==> src/rtl/best_move_select.sv <==
// Scans the generated move list one post-move board at a time, scores the material
// rank by rank, and keeps the best move for the side to move at the root.
`ifndef PIECE_BITS
`define PIECE_BITS 4
`endif
`ifndef MAX_POSITIONS
`define MAX_POSITIONS 256
`endif

module best_move_select #(
  parameter int PIECE_WIDTH        = `PIECE_BITS,
  parameter int SIDE_WIDTH         = PIECE_WIDTH*8,
  parameter int BOARD_WIDTH        = PIECE_WIDTH*64,
  parameter int MAX_POSITIONS      = `MAX_POSITIONS,
  parameter int MAX_POSITIONS_LOG2 = $clog2(`MAX_POSITIONS)
) (
  input  logic                          clk,
  input  logic                          reset,
  input  logic                          moves_ready,
  input  logic [MAX_POSITIONS_LOG2-1:0] move_count,
  input  logic [BOARD_WIDTH-1:0]        board_in,
  input  logic                          white_to_move,
  output logic [MAX_POSITIONS_LOG2-1:0] move_index,
  output logic                          clear_moves,
  output logic [MAX_POSITIONS_LOG2-1:0] best_index,
  output logic signed [15:0]            best_score,
  output logic                          no_moves,
  output logic                          select_done
);

  typedef enum logic [2:0] {IDLE, WAIT1, WAIT2, SCORE, COMPARE, CLEAR, DONE} state_t;

  localparam logic [MAX_POSITIONS_LOG2:0] MAX_INDEX = MAX_POSITIONS[MAX_POSITIONS_LOG2:0];

  state_t                          state, state_next;
  logic                            ready_q;
  logic                            armed;
  logic                            start;
  logic [MAX_POSITIONS_LOG2-1:0]   count_q;
  logic                            white_q;
  logic [2:0]                      rank;
  logic signed [15:0]              acc;
  logic [SIDE_WIDTH-1:0]           rank_bits;
  logic signed [15:0]              rank_sum;
  logic [MAX_POSITIONS_LOG2:0]     next_index;
  logic                            last_move;
  logic                            better;

  // Piece code: low three bits select the type, the top bit marks a black piece.
  function automatic logic signed [15:0] square_value(input logic [PIECE_WIDTH-1:0] sq);
    logic signed [15:0] mag;
    case (sq[2:0])
      3'd1:       mag = 16'sd100;
      3'd2, 3'd3: mag = 16'sd300;
      3'd4:       mag = 16'sd500;
      3'd5:       mag = 16'sd900;
      default:    mag = 16'sd0;
    endcase
    return sq[PIECE_WIDTH-1] ? -mag : mag;
  endfunction

  always_comb begin
    rank_bits = board_in[rank*SIDE_WIDTH +: SIDE_WIDTH];
    rank_sum  = '0;
    for (int f = 0; f < 8; f++) begin
      rank_sum = rank_sum + square_value(rank_bits[f*PIECE_WIDTH +: PIECE_WIDTH]);
    end
  end

  // A start needs a genuine low-to-high transition seen after reset, hence the armed flag.
  assign start      = (state == IDLE) && moves_ready && !ready_q && armed;
  assign next_index = {1'b0, move_index} + 1'b1;
  assign last_move  = (next_index >= {1'b0, count_q}) || (next_index >= MAX_INDEX);
  assign better     = (move_index == '0) ||
                      (white_q ? (acc > best_score) : (acc < best_score));

  always_ff @(posedge clk or negedge reset) begin
    if (!reset) state <= IDLE;
    else        state <= state_next;
  end

  always_comb begin
    state_next = state;
    case (state)
      IDLE:    if (start) state_next = (move_count == '0) ? CLEAR : WAIT1;
      WAIT1:   state_next = WAIT2;
      WAIT2:   state_next = SCORE;
      SCORE:   if (rank == 3'd7) state_next = COMPARE;
      COMPARE: state_next = last_move ? CLEAR : WAIT1;
      CLEAR:   state_next = DONE;
      DONE:    state_next = IDLE;
      default: state_next = IDLE;
    endcase
  end

  always_ff @(posedge clk or negedge reset) begin
    if (!reset) begin
      ready_q     <= 1'b0;
      armed       <= 1'b0;
      count_q     <= '0;
      white_q     <= 1'b0;
      rank        <= '0;
      acc         <= '0;
      move_index  <= '0;
      best_index  <= '0;
      best_score  <= '0;
      no_moves    <= 1'b0;
      clear_moves <= 1'b0;
      select_done <= 1'b0;
    end else begin
      ready_q     <= moves_ready;
      if (!moves_ready) armed <= 1'b1;
      clear_moves <= (state == CLEAR);
      select_done <= (state == DONE);
      case (state)
        IDLE: begin
          if (start) begin
            count_q    <= move_count;
            white_q    <= white_to_move;
            move_index <= '0;
            best_index <= '0;
            best_score <= '0;
            no_moves   <= (move_count == '0);
            rank       <= '0;
            acc        <= '0;
          end
        end
        SCORE: begin
          acc  <= acc + rank_sum;
          rank <= rank + 3'd1;
        end
        COMPARE: begin
          if (better) begin
            best_index <= move_index;
            best_score <= acc;
          end
          acc <= '0;
          if (!last_move) move_index <= move_index + 1'b1;
        end
        default: ;
      endcase
    end
  end

endmodule

==> config.mk <==
export PLATFORM = sky130hd
export DESIGN_NAME = best_move_select
export DESIGN_NICKNAME = d
export VERILOG_FILES = /design/src/rtl/best_move_select.sv
export SDC_FILE = /design/constraint.sdc
export NUM_CORES = 1
export LEC_CHECK = 0
export BUFFER_PORTS_ARGS = -buffer_cell sky130_fd_sc_hd__buf_2
export CAP_MARGIN = 10
export CORE_ASPECT_RATIO = 1.2
export CORE_MARGIN = 2
export CORE_UTILIZATION = 52
export DETAILED_ROUTE_END_ITERATION = 7
export PLACE_DENSITY = 0.91
export SKIP_LAST_GASP = 1
export SYNTH_ARGS = -nofsm -noshare
export SYNTH_HDL_FRONTEND = slang
export SYNTH_SLANG_ARGS = --single-unit
export TNS_END_PERCENT = 1
==> constraint.sdc <==
create_clock -name clk -period 10.86 [get_ports clk]
set_clock_uncertainty 0.1 [all_clocks]
set_input_delay 0.543 -clock clk [delete_from_list [all_inputs] [get_ports clk]]
set_output_delay 0.543 -clock clk [all_outputs]
set_load 0.02 [all_outputs]
==> impl_metrics.ini <==
[run_status]
status = completed

[flow_run]
max_cap_viol_count = 0

[floorplanning]
core_mm2 = 0.0176
dieArea_mm2 = 0.0190
start_util = 0.530
die_h_um = 151
ios = 303
rows = 53
dieWidth_um = 126

[clock_tree]
clk_latency_ns = 0.34
clockBufferDepth = 2
clock_sinks = 64
post_cts_buffers = 0
htreeDepth = 3
cts-root-buf = clkbuf_16
hold_buffers = 0
numCtsBuffers = 9
cts_tree = built
cts_resized = 0
cts.clk_slew.worst_paths_ns = 0.05

[global_routing]
overflow = 0
first_global_vias = 8836
top_usage_layer = met2
antenna_found_initial = 8
grt_pass1_wl_um = 45500
grtUsageMet1 = 0.378
grtUsageMet3 = 0.0409
grt_max_degree = 67
grtUsageTotal = 0.311
grt_use_met2 = 0.542

[logic_synthesis]
ys.flop_type = dfrtp_1
synth_seq_cells = 64
netlist_area_mm2 = 0.00932
yosys.area.top_type = fa_1
synth_area_leaders = fa_1 18%, dfrtp_1 17%, mux4_2 14%
avgSynthCellArea_um2 = 10.2
synth-edff-count = 0
synth_warnings = 0
yosysTopAreaCellShare = 0.183
seq_area_frac_synth = 0.172
synthDistinctLibCells = 67
synthArstFlopShare = 1.00
syn-instance-count = 916

[sta]
tightest_slew_ns = 1.12
final_max_slew_viol_count = 0
slew_headroom = 0.256
max_freq_mhz = 132
tns_ns = 0
finalSetupViolations = 0
fin_crit_ns = 7.59
fin_crit_sh = 0.699
rsz0062_at_grt = false
whs_ns = 0.244
finalHoldViolCount = 0

[setup_path]
rrSetupSlack_ns = 3.27
cp_top_family = adder cells
cp_num_buf_inv = 2
slowest_delay_ns = 1.14
cp_max_fo = 65
cp.arrival_ns = 7.66
path_depth = 22
reg2reg_from = rank[0]
path_class = flip-flop to flip-flop
worstSetupStartpointType = flip-flop
crit_path_start = rank[0]
reg2reg_to = acc[14]
cp_data_required_time_ns = 10.93
path_cells = mux4_2, mux2i_1, inv_1, nor2_1, a21oi_1, fa_1, fa_1, fa_1, inv_1, fa_1, ha_1, fa_1, a21o_1, a21oi_1, o21bai_1, a21oi_1, o21bai_1, a21oi_1, o21bai_1, a21oi_1, xor2_1, o21ai_0
ff2ff_path_depth = 22
slowest_stage = dfrtp_4
critPathCapture = acc[14]
critPathCaptureType = flip-flop

[detailed_routing]
viasPerCell = 5.89
wl_per_cell_um = 20.1
antenna_left = 0
via_count = 8410
drcViolationCount = 0
drtIter0Drc = 600
routed_wl_um = 28800
firstDrtPassIters = 5

[finish]
fillers = 1323
synthToLayoutAreaGrowth_pct = 20.7
final_nets = 1592
drive_above_1_share = 0.363

[hold_path]
hold_path.class = input port to flip-flop
hold_start = moves_ready

[place]
place_congestion = 1.03
port_buffers = 300
place_hpwl_um = 24500
layout make-up:
cell class,count,area (um^2),share of cell area
Multi-Input combinational cell,674,6980,0.620
Sequential cell,64,1610,0.143
Timing Repair Buffer,306,1550,0.138
Inverter,144,541,0.0481
Tap cell,220,275,0.0245
Clock buffer,12,246,0.0219
Clock inverter,4,45.0,0.00400
Antenna cell,4,10.0,0.000890
layout by cell type, fill, tap and decap left out, drive strengths merged, types with 3 or more instances in the layout:
master and count:
o21bai 6, a32o 6, o211ai 6, fa 85, nand3 32, buf 306, o22ai 3, ha 40
nor3 5, mux4 64, nand3b 5, nand2 75, or3 3, xor2 7, diode 4, clkinv 4
mux2 18, or2 3, o2bb2ai 3, a21o 16, and3 8, clkbuf 12, xnor2 34, inv 143
a21oi 46, a31oi 10, nor4 3, nor2 36, a21boi 5, mux2i 54, nor2b 10, nand2b 24
dfrtp 64, o21ai 45
synth_stat cells, drive strengths merged (14+ instances only):
cell type and count:
a21o 16, a21oi 46, buf 21, clkbuf 14, dfrtp 64, fa 85, ha 40, inv 143
mux2 18, mux2i 54, mux4 64, nand2 75, nand2b 24, nand3 32, nor2 36, o21ai 45
xnor2 34
routing by layer:
layer	wire length (um)	vias up
met5	0	-
met4	1650	0
met3	2330	84
met2	14500	487
met1	10300	4090
li1	-	3749
how the worst min path moves through the flow:
stage                         end  cells past startpoint
detailed placement  best_index[4]                      1
CTS                       ready_q                      1
floorplan                 acc[10]                      0
global placement            armed                      1
finish                    ready_q                      1
global route              ready_q                      1
stage by stage:
step | cell area, um^2 | cells | util | setup slack, ns
2_1_floorplan | 9320 | 917 | - | 4.22
3_3_place_gp | 10900 | 1408 | 0.623 | 3.56
3_5_place_dp | 10900 | 1408 | 0.623 | 3.34
4_1_cts | 11200 | 1424 | 0.639 | 3.33
5_1_grt | 11200 | 1425 | 0.640 | 2.73
6_report | 11200 | 1428 | 0.640 | 3.27
sequential cells by signal, indices dropped and copies added, names as in the netlist:
register     count
select_done      1
acc             14
count_q          8
ready_q          1
no_moves         1
rank             3
white_q          1
best_score      14
best_index       8
state            3
move_index       8
clear_moves      1
armed            1
cell families after synthesis:
logic type / count (synthesis) / synth area share
buffers and inverters: 179 / 0.0826
flip-flops: 64 / 0.172
AO/OA/AOI/OAI: 158 / 0.106
adder cells (fa/ha/maj): 125 / 0.236
multiplexers: 136 / 0.252
XOR/XNOR: 41 / 0.0409
other: 1 / 0.000402
AND/OR/NAND/NOR: 212 / 0.110
Power is left out: the tool's default activity adds up to more than one toggle a clock period on the data nets, which glitch-free logic cannot reach.
